===== src/rtl/motor_pkg.sv =====
// Shared commutation types, the six-step gate LUT and modulo-6 step arithmetic.
package motor_pkg;

  typedef logic [2:0] step_t;
  typedef logic [5:0] pattern_t;

  // {hiA,hiB,hiC,loA,loB,loC} per step 0..5
  localparam pattern_t STEP_LUT [0:5] = '{
    6'b001010, 6'b100010, 6'b100001, 6'b010001, 6'b010100, 6'b001100
  };

  localparam pattern_t BRAKE_PATTERN = 6'b000111;

  function automatic step_t step_inc(input step_t s);
    return (s >= 3'd5) ? 3'd0 : s + 3'd1;
  endfunction

  function automatic step_t step_dec(input step_t s);
    return (s == 3'd0) ? 3'd5 : s - 3'd1;
  endfunction

endpackage


===== src/rtl/dead_time_channel.sv =====
// One motor phase: keeps the high and low switch from conducting together and
// enforces K_DEADTIME idle cycles before the opposite switch may turn on.
module dead_time_channel #(
  parameter int K_DEADTIME = 4
) (
  input  logic i_clk,
  input  logic i_rst,
  input  logic i_req_hi,
  input  logic i_req_lo,
  output logic o_hi,
  output logic o_lo,
  output logic o_active
);

  if (K_DEADTIME == 0) begin : g_bypass
    always_ff @(posedge i_clk or posedge i_rst) begin
      if (i_rst) begin
        o_hi <= 1'b0;
        o_lo <= 1'b0;
      end else begin
        o_hi <= i_req_hi;
        o_lo <= i_req_lo;
      end
    end
    assign o_active = 1'b0;
  end else begin : g_dt
    localparam int CW = $clog2(K_DEADTIME + 1);

    logic [CW-1:0] r_cnt;
    logic          r_hi;
    logic          r_lo;
    logic          r_last_off_hi;
    logic          r_rechop_ok;

    logic [CW-1:0] w_cnt_d;
    logic          w_hi_d;
    logic          w_lo_d;
    logic          w_hi_fall;
    logic          w_lo_fall;
    logic          w_window_done;
    logic          w_last_off_hi_d;
    logic          w_rechop_ok_d;

    // A count of 1 means this edge completes the K_DEADTIME idle cycles.
    assign w_window_done = (r_cnt <= CW'(1));

    // Same-side re-chop bypasses the window only while the opposite switch
    // has not been requested since the fall.
    always_comb begin
      w_hi_d          = i_req_hi & ~i_req_lo & ~r_lo &
                        (w_window_done | (r_last_off_hi & r_rechop_ok));
      w_lo_d          = i_req_lo & ~i_req_hi & ~r_hi &
                        (w_window_done | (~r_last_off_hi & r_rechop_ok));
      w_hi_fall       = r_hi & ~w_hi_d;
      w_lo_fall       = r_lo & ~w_lo_d;
      w_cnt_d         = r_cnt;
      w_last_off_hi_d = r_last_off_hi;
      w_rechop_ok_d   = r_rechop_ok;
      if (w_hi_fall) begin
        w_cnt_d         = CW'(K_DEADTIME);
        w_last_off_hi_d = 1'b1;
        w_rechop_ok_d   = ~i_req_lo;
      end else if (w_lo_fall) begin
        w_cnt_d         = CW'(K_DEADTIME);
        w_last_off_hi_d = 1'b0;
        w_rechop_ok_d   = ~i_req_hi;
      end else if (w_hi_d | w_lo_d) begin
        w_cnt_d = '0;
      end else if (r_cnt != '0) begin
        w_cnt_d = r_cnt - CW'(1);
        if (r_last_off_hi ? i_req_lo : i_req_hi) w_rechop_ok_d = 1'b0;
      end
    end

    always_ff @(posedge i_clk or posedge i_rst) begin
      if (i_rst) begin
        r_cnt         <= '0;
        r_hi          <= 1'b0;
        r_lo          <= 1'b0;
        r_last_off_hi <= 1'b0;
        r_rechop_ok   <= 1'b0;
      end else begin
        r_cnt         <= w_cnt_d;
        r_hi          <= w_hi_d;
        r_lo          <= w_lo_d;
        r_last_off_hi <= w_last_off_hi_d;
        r_rechop_ok   <= w_rechop_ok_d;
      end
    end

    assign o_hi     = r_hi;
    assign o_lo     = r_lo;
    assign o_active = (r_cnt != '0);
  end

endmodule


===== src/rtl/pattern_generator_dt.sv =====
// Six-step commutation: zig-zag substep tracking, PWM duty gating, brake and
// per-phase dead-time insertion on the gate pattern.
module pattern_generator_dt
  import motor_pkg::*;
#(
  parameter int K_NSUBSTEPS = 10,
  parameter int K_DEADTIME  = 4
) (
  input  logic                             i_clk,
  input  logic                             i_rst,
  input  logic [2:0]                       i_force_step_value,
  input  logic                             i_force_step_trigger,
  input  logic [$clog2(K_NSUBSTEPS)-1:0]   i_force_substep,
  input  logic                             i_step_trigger,
  input  logic                             i_step_polarity_rev,
  input  logic                             i_step_reverse,
  input  logic                             i_brake,
  input  logic                             i_bypass_power,
  input  logic                             i_cmd_on_lsb,
  input  logic [$clog2(K_NSUBSTEPS+1)-1:0] i_power,
  output logic [5:0]                       o_pattern,
  output logic [2:0]                       o_step,
  output logic [$clog2(K_NSUBSTEPS)-1:0]   o_substep,
  output logic                             o_dt_active
);

  localparam int SW = $clog2(K_NSUBSTEPS);

  step_t    r_step;
  logic [SW-1:0] r_substep;
  pattern_t r_raw;

  logic     w_count_up;
  logic     w_at_limit;
  step_t    w_step_sel;
  logic     w_power_on;
  pattern_t w_mask;
  pattern_t w_raw_d;
  logic [2:0] w_hi;
  logic [2:0] w_lo;
  logic [2:0] w_active;

  // Odd steps count the substep the other way, so the PWM ramp zig-zags.
  assign w_count_up = ~(r_step[0] ^ i_step_polarity_rev);
  assign w_at_limit = w_count_up ? (r_substep == SW'(K_NSUBSTEPS - 1))
                                 : (r_substep == '0);

  always_ff @(posedge i_clk or posedge i_rst) begin
    if (i_rst) begin
      r_step    <= 3'd5;
      r_substep <= '0;
    end else if (i_force_step_trigger) begin
      r_step    <= (i_force_step_value < 3'd6) ? i_force_step_value : 3'd0;
      r_substep <= i_force_substep;
    end else if (i_step_trigger) begin
      if (w_at_limit)
        r_step <= i_step_polarity_rev ? step_dec(r_step) : step_inc(r_step);
      else if (w_count_up)
        r_substep <= r_substep + SW'(1);
      else
        r_substep <= r_substep - SW'(1);
    end
  end

  assign w_step_sel = i_step_reverse ? step_dec(r_step) : step_inc(r_step);
  assign w_power_on = i_bypass_power |
                      ((int'(i_power) > int'(r_substep)) ^ i_cmd_on_lsb);
  assign w_mask     = {{3{w_power_on | i_cmd_on_lsb}}, {3{w_power_on | ~i_cmd_on_lsb}}};

  always_comb begin
    w_raw_d = STEP_LUT[w_step_sel] & w_mask;
    if (i_brake) w_raw_d = BRAKE_PATTERN;
  end

  always_ff @(posedge i_clk or posedge i_rst) begin
    if (i_rst) r_raw <= '0;
    else       r_raw <= w_raw_d;
  end

  // Phase p: high switch at raw bit 5-p, low switch at raw bit 2-p.
  for (genvar p = 0; p < 3; p++) begin : g_phase
    dead_time_channel #(.K_DEADTIME(K_DEADTIME)) u_dt (
      .i_clk    (i_clk),
      .i_rst    (i_rst),
      .i_req_hi (r_raw[5-p]),
      .i_req_lo (r_raw[2-p]),
      .o_hi     (w_hi[p]),
      .o_lo     (w_lo[p]),
      .o_active (w_active[p])
    );
  end

  assign o_pattern   = {w_hi[0], w_hi[1], w_hi[2], w_lo[0], w_lo[1], w_lo[2]};
  assign o_step      = r_step;
  assign o_substep   = r_substep;
  assign o_dt_active = |w_active;

endmodule


===== config.mk =====
export PLATFORM = sky130hd
export DESIGN_NAME = pattern_generator_dt
export DESIGN_NICKNAME = d
export VERILOG_FILES = /design/src/rtl/motor_pkg.sv /design/src/rtl/dead_time_channel.sv /design/src/rtl/pattern_generator_dt.sv
export SDC_FILE = /design/constraint.sdc
export NUM_CORES = 1
export LEC_CHECK = 0
export CORE_MARGIN = 2
export CORE_UTILIZATION = 59
export CTS_CLUSTER_DIAMETER = 40
export DETAILED_ROUTE_END_ITERATION = 7
export GPL_TIMING_DRIVEN = 0
export PLACE_DENSITY = 0.94
export SETUP_SLACK_MARGIN = 0.4
export SLEW_MARGIN = 10
export SYNTH_ARGS = -nofsm -noshare
export SYNTH_HDL_FRONTEND = slang
export SYNTH_HIERARCHICAL = 1
export SYNTH_SLANG_ARGS = --single-unit

===== constraint.sdc =====
create_clock -name i_clk -period 5.8 [get_ports i_clk]
set_input_delay 1.45 -clock i_clk [delete_from_list [all_inputs] [get_ports i_clk]]
set_output_delay 1.45 -clock i_clk [all_outputs]
set_load 0.02 [all_outputs]

[Word level (Yosys, flattened, before mapping)]
Memory sizes are Yosys's and may differ from the RTL's.
Cells that the tools add are included.
Operators by class
  reduce and logical (&&, ||, !) cells: 25
  add/subtract/negate cells: 7
  eq/ne operators: 5
  mux-type cells: 52
  $lt $le $gt $ge: 7
  bitwise operators: 68
Operator list (count)
  $mux 3: 20
  $and 1x1->1: 30
  $reduce_bool 3->1: 9
  $mux 1: 25
  $not 1->1: 22
  $mux 6: 3
  $mux 4: 4
  $or 1x1->1: 12
  $reduce_bool 4->1: 3
  $sub 3x1->3 const B: 4
  $reduce_bool 2->1: 5
  $le 3x1->1 const B: 3
  $ne 3x1->1 const B: 3
  $reduce_and 3->1: 3
  $and 6x6->6: 1
  $add 4x1->4 const B: 1
  $eq 4x4->1 const B: 1
  $ge 4x4->1 const B: 1
  $gt 4x4->1: 1
  $logic_not 4->1: 1
  $not 3->4: 1
  $reduce_and 2->1: 2
  $sub 4x1->4 const B: 1
  $add 3x1->3 const B: 1
  6 further kinds: 7
Word-level totals
  flip-flop bits (word level): 34
  bits in read-only memories: 48
  memories: 1
  word-level logic and storage cells: 183
  input port bits: 20
  output and inout port bits: 14
Memories
  (no name shown): depth 8, bits a word 6, rd ports 1, clocked after memory_dff 0, wr ports 0, line pattern_generator_dt.sv:71  | w_raw_d = STEP_LUT[w_step_sel] & w_mask;

[Longest topological paths before layout]
  depth in word-level cells: 9
  mapped depth: 9
  gate-level depth less buffers: 8

[Cells and area by module]
The synthesis kept the hierarchy.
By module, submodules not included
  dead_time_channel: seq. area each 175.2 µm², instances 3, cells an instance 51, area each 476.7 µm²
  pattern_generator_dt: seq. area each 327.8 µm², instances 1, cells an instance 114, area each 1001.0 µm²

[Least setup slack after synthesis]
OpenSTA, ideal clock, no wires.
  path type: input -> register
  start: in i_step_polarity_rev
  end: reg r_substep[3] (netlist: o_substep[3])
  library setup time: 0.082 ns
  data required time: 5.718 ns
  stages on the path: 9
  arrival time: 3.090 ns
  path slack: 2.629 ns
  path buffers: 1
  cell sequence: clkbuf_2 xnor2_1 inv_1 ha_1 a21o_1 a21oi_1 xnor2_1 or3_1 a31oi_1
On the way
  word-level cells in the longest chain between the ends: 5
  elaborated cells on any way between the ends: 8
  classes of those cells: 1 x eq/ne; 5 x mux; 1 x bitwise; 1 x reduce/logical
RTL lines
  start, declared: line pattern_generator_dt.sv:15  | input logic i_step_polarity_rev,
  $xor 1x1->1 *: line pattern_generator_dt.sv:44  | assign w_count_up = ~(r_step[0] ^ i_step_polarity_rev);
  $mux 4: line pattern_generator_dt.sv:58  | else if (w_count_up)
  $mux 4: line pattern_generator_dt.sv:56  | if (w_at_limit)
  $mux 4: line pattern_generator_dt.sv:55  | end else if (i_step_trigger) begin
  $mux 4: line pattern_generator_dt.sv:52  | end else if (i_force_step_trigger) begin
  end signal, assigned: line pattern_generator_dt.sv:54  | r_substep <= i_force_substep;
  end signal, assigned: line pattern_generator_dt.sv:59  | r_substep <= r_substep + SW'(1);
  end signal, assigned: line pattern_generator_dt.sv:61  | r_substep <= r_substep - SW'(1);
  end, declared: line pattern_generator_dt.sv:30  | logic [SW-1:0] r_substep;
Every way passes the cells marked *; elsewhere a longest branch is shown, timed or not. The select of a mux whose other input is x is not followed.
A chain may end at the register's enable or synchronous reset.

[Final worst setup path]
  start: reg g_phase[0].u_dt.g_dt.r_cnt[0]
  end: out o_dt_active
On the way
  word-level cells in the longest chain between the ends: 2
RTL lines
  start, declared: line dead_time_channel.sv:29  | logic [CW-1:0] r_cnt;
  start signal, assigned: line dead_time_channel.sv:83  | r_cnt <= w_cnt_d;
  $reduce_bool 3->1: line dead_time_channel.sv:93  | assign o_active = (r_cnt != '0);
  named net w_active[0]: line pattern_generator_dt.sv:41  | logic [2:0] w_active;
  $reduce_or 3->1: line pattern_generator_dt.sv:96  | assign o_dt_active = |w_active;
  end, declared: line pattern_generator_dt.sv:24  | output logic o_dt_active
The timed path passes the listed nets, and every way through them passes these cells.

==> metrics.md <==
| Metric | Value |
|---|---|
| Switch Pwr | 0.0004844 W |
| Final net count | 346 |
| Cts hold-fix bufs | 0 |
| Synth cell types | 45 |
| Post-DR vias/cell | 6.017 |
| # diodes | 0 |
| RSZ-0062 raised after global routing | no |
| Final setup viols | 0 |
| Post-CTS Setup Inserts | 0 |
| Portion of total power attributed to combinational logic | 52.8% |
| Synthesis-stage register bit count | 34 |
| Rows | 23 |
| Routability Congestion | approximately 0.95 |
| Skew-Pair Late Insertion Delay | between 0.2 and 0.3 ns |
| Root buf cell | clkbuf_8 |
| Clk_skew | 0.003325 ns |
| Relative slew slack | about half |
| Fin. max-slew vios | 0 |
| DRC | 0 |
| Static Leak | 1.257 nW |
| Number of fillers in the final layout | 283 |
| GRT Util Overall | 24.53% |
| GRT overflow | 0 |
| Setup slack at placement | 2.359 ns |
| Max_cap viols | 0 |
| Clock power share | ~14% |
| Vias after detailed routing | 2142 |
| Ratio of cells with drive above 1 in the final layout | 9.150% |
| Die Y | 68.19 um |
| Max Clk Rate | 273.5 MHz |
| Worst-Margin Slew | 0.7551 ns |
| Syn Nets | 307 |
| Setup WS post-layout | 2.144 ns |
| Async S/R FF share, synth | 100.0% |
| Ys flop type | dfrtp_1 |
| Routed len/inst | roughly 14 um |
| Die width | around 68 um |
| Critical path arrival | 2.21 ns |
| Post-layout min period | 3.656 ns |
| Global-route wire length before repair | 8.542 mm |
| Seq/Total Area, Yosys | 35.10% |
| Final ANT Viol Nets | 0 |
| Clk buf depth | 2 |
| Net Sw Frac | 41.33% |
| Mapped Cells | 267 |
| Worst r2r path cells | 8 |
| Hold Crit Class | reg -> reg |
| Htree depth | 2 |
| Placeable core area | 0.003971 mm2 |
| Critical Path Fanout Max | 5 |
| CTS Buf Count | 5 |
| Top-Level Pins | 34 |
| Vias in the first global route | 1978 |
| Largest net degree at the start of global routing | 14 |
| Critical path type | reg -> out |
| Cts repair resizes | 0 |
| 1st-pass router iterations | 5 |
| Placed wire-length estimate | 3.871 mm |
| VDD IR-drop max | 208.0 uV |
| Final worst path period share | 63.04% |
| Die ar. | 0.004650 mm2 |
| Post-synth top area cell | dfrtp_1 |
| Total power | approximately 0.0012 W |
| Mean Syn Cell Area | between 9 and 10 um2 |
| Ys Warns | 6 |
| WHS Path Cells | 2 |
| Hold Vio Cnt, Final | 0 |
| Port bufs | 32 |
| TNS Setup | 0 ns |
| CTS tree | built |
| WP data required | ~4.4 ns |
| Initial DRC Count | 145 |
| Initial antenna violation count | 0 |
| Register share of total power | between 30 and 40% |
| Top cells by area, synth | dfrtp_1 33%, ha_1 9.8%, inv_1 5.1%, a21oi_1 4.5%, o21ai_0 3.7% |
| P per Cell Area | about 410 mW/mm2 |
| Internal cell power | 0.0006875 W |
| Final WL | just over 5 mm |
| Clock Sinks | 34 |
| Clock-pin transition on the worst setup and hold timing paths | 0.07 ns |
| Initial Utilization | approximately three fifths |
| Critical Path Sink Type | output pin |
| Status | complete, no violations |
| Post-synth EDFFs | 0 |
| Layout area overhead | 18.89% |
| Top cell type's share of synthesized area | 32.94% |
| Worst Setup Start Kind | flop |
| Syn Std Cell Area | 0.002431 mm2 |
[worst max-delay path, stage by stage, from the launching register on]
cell and delay (ns):
dfrtp_1 0.43, inv_1 0.08, ha_1 0.15, ha_1 0.26
inv_1 0.11, or3_1 0.35, clkdlybuf4s50_1 0.54
[final timing paths]
check                                                   end                          start  slack (ns)
min in group asynchronous  g_phase[1].u_dt/g_dt.r_rechop_ok                          i_rst        1.52
hold / removal                g_phase[0].u_dt/g_dt.r_cnt[1]  g_phase[0].u_dt/g_dt.r_cnt[1]        0.55
setup / recovery                                o_dt_active  g_phase[0].u_dt/g_dt.r_cnt[0]        2.14
setup reg to reg                               o_substep[3]                      o_step[0]        3.49
hold reg to reg               g_phase[0].u_dt/g_dt.r_cnt[1]  g_phase[0].u_dt/g_dt.r_cnt[1]        0.55
max in group asynchronous                         o_step[2]                          i_rst        3.81
[cell type report]
class	count	area, um2	share of cell area [%]
multi-input cells	198	1445	50.00
well taps	50	62.56	2.165
clock buffers	7	76.32	2.641
flip-flops and latches	34	853.3	29.52
plain buffers	2	8.758	0.3030
inverters	33	123.9	4.286
repair buffers	32	320.3	11.08
[placed cells by master, fill, tap and decap left out, types with 6 or more instances in the layout]
cell type | Yosys | layout
nand2_1 | 17 | 17
xnor2_1 | 6 | 6
nand2b_1 | 8 | 8
clkdlybuf4s50_1 | 0 | 32
dfrtp_1 | 32 | 32
o21ai_0 | 18 | 18
inv_1 | 33 | 33
a21oi_1 | 22 | 22
o211ai_1 | 8 | 8
or3b_1 | 6 | 6
ha_1 | 19 | 19
nor2_1 | 17 | 17
[stage by stage]
stage	utilization, %	area [um2]	instances	hold WS [ns]
final	72.78	2890	356	0.5541
after global routing	72.78	2890	356	0.5855
after CTS	72.78	2890	356	0.5461
after detailed placement	70.86	2814	349	0.5316
after global placement	70.86	2814	349	0.5174
after floorplan	-	2431	267	0.5035
[cell usage after synthesis (2+ instances only)]
| master | instances |
|---|---|
| o2bb2ai_1 | 3 |
| nor3_1 | 2 |
| and4bb_2 | 3 |
| dfrtp_1 | 32 |
| o211ai_1 | 8 |
| mux2_2 | 5 |
| nand2b_1 | 8 |
| a211oi_1 | 4 |
| or3b_1 | 6 |
| o22ai_1 | 3 |
| nor4b_1 | 3 |
| or3_1 | 4 |
| nor4_1 | 3 |
| a2111oi_0 | 2 |
| dfstp_2 | 2 |
| mux2i_1 | 5 |
| o31ai_1 | 2 |
| a21o_1 | 2 |
| inv_1 | 33 |
| a211oi_2 | 3 |
| ha_1 | 19 |
| o21a_1 | 5 |
| xor2_1 | 5 |
| and2_1 | 3 |
| o21ba_2 | 3 |
| o21ai_0 | 18 |
| or2_2 | 3 |
| xnor2_1 | 6 |
| a21oi_1 | 22 |
| nand2_1 | 17 |
| nor2_1 | 17 |
| a211o_1 | 3 |
[registers in the layout, summed over array words and instances, names as in the netlist]
name                             count
g_phase.u_dt/g_dt.r_cnt              9
r_raw                                6
o_substep                            4
g_phase.u_dt/g_dt.r_last_off_hi      3
g_phase.u_dt/g_dt.r_rechop_ok        3
g_phase.u_dt/o_hi                    3
g_phase.u_dt/o_lo                    3
o_step                               3
[metal layers]
| metal | global-route usage, % | routed length, um |
|---|---|---|
| met5 | 0 | 0 |
| met4 | 8.750 | 100 |
| met2 | 43.33 | 2621 |
| met3 | 6.250 | 309 |
| met1 | 28.65 | 2042 |
[power groups by stage]
stage | combinational [W] | sequential (W) | clock (W)
3_3_place_gp | 0.000586 | 0.000387 | 0
4_1_cts | 0.000618 | 0.000388 | 0.000164
3_5_place_dp | 0.000609 | 0.000390 | 0
6_report | 0.000619 | 0.000391 | 0.000163
5_1_grt | 0.000690 | 0.000403 | 0.000176
2_1_floorplan | 0.000435 | 0.000394 | 0
[cells by family (layout without fill, tap and decap cells)]
logic type                 after synthesis  in the layout  share of synthesized area (%)
DFF                                     34             34                          35.10
buffers and inverters                   35             74                          5.455
xor gates and xnor gates                11             11                          3.963
and+or+nand+nor                         75             75                          17.96
AOI/OAI and AO/OA                       82             82                          22.54
muxes                                   10             10                          4.375
adders and majority gates               20             20                          10.60
(Power assumes the default switching activity.)
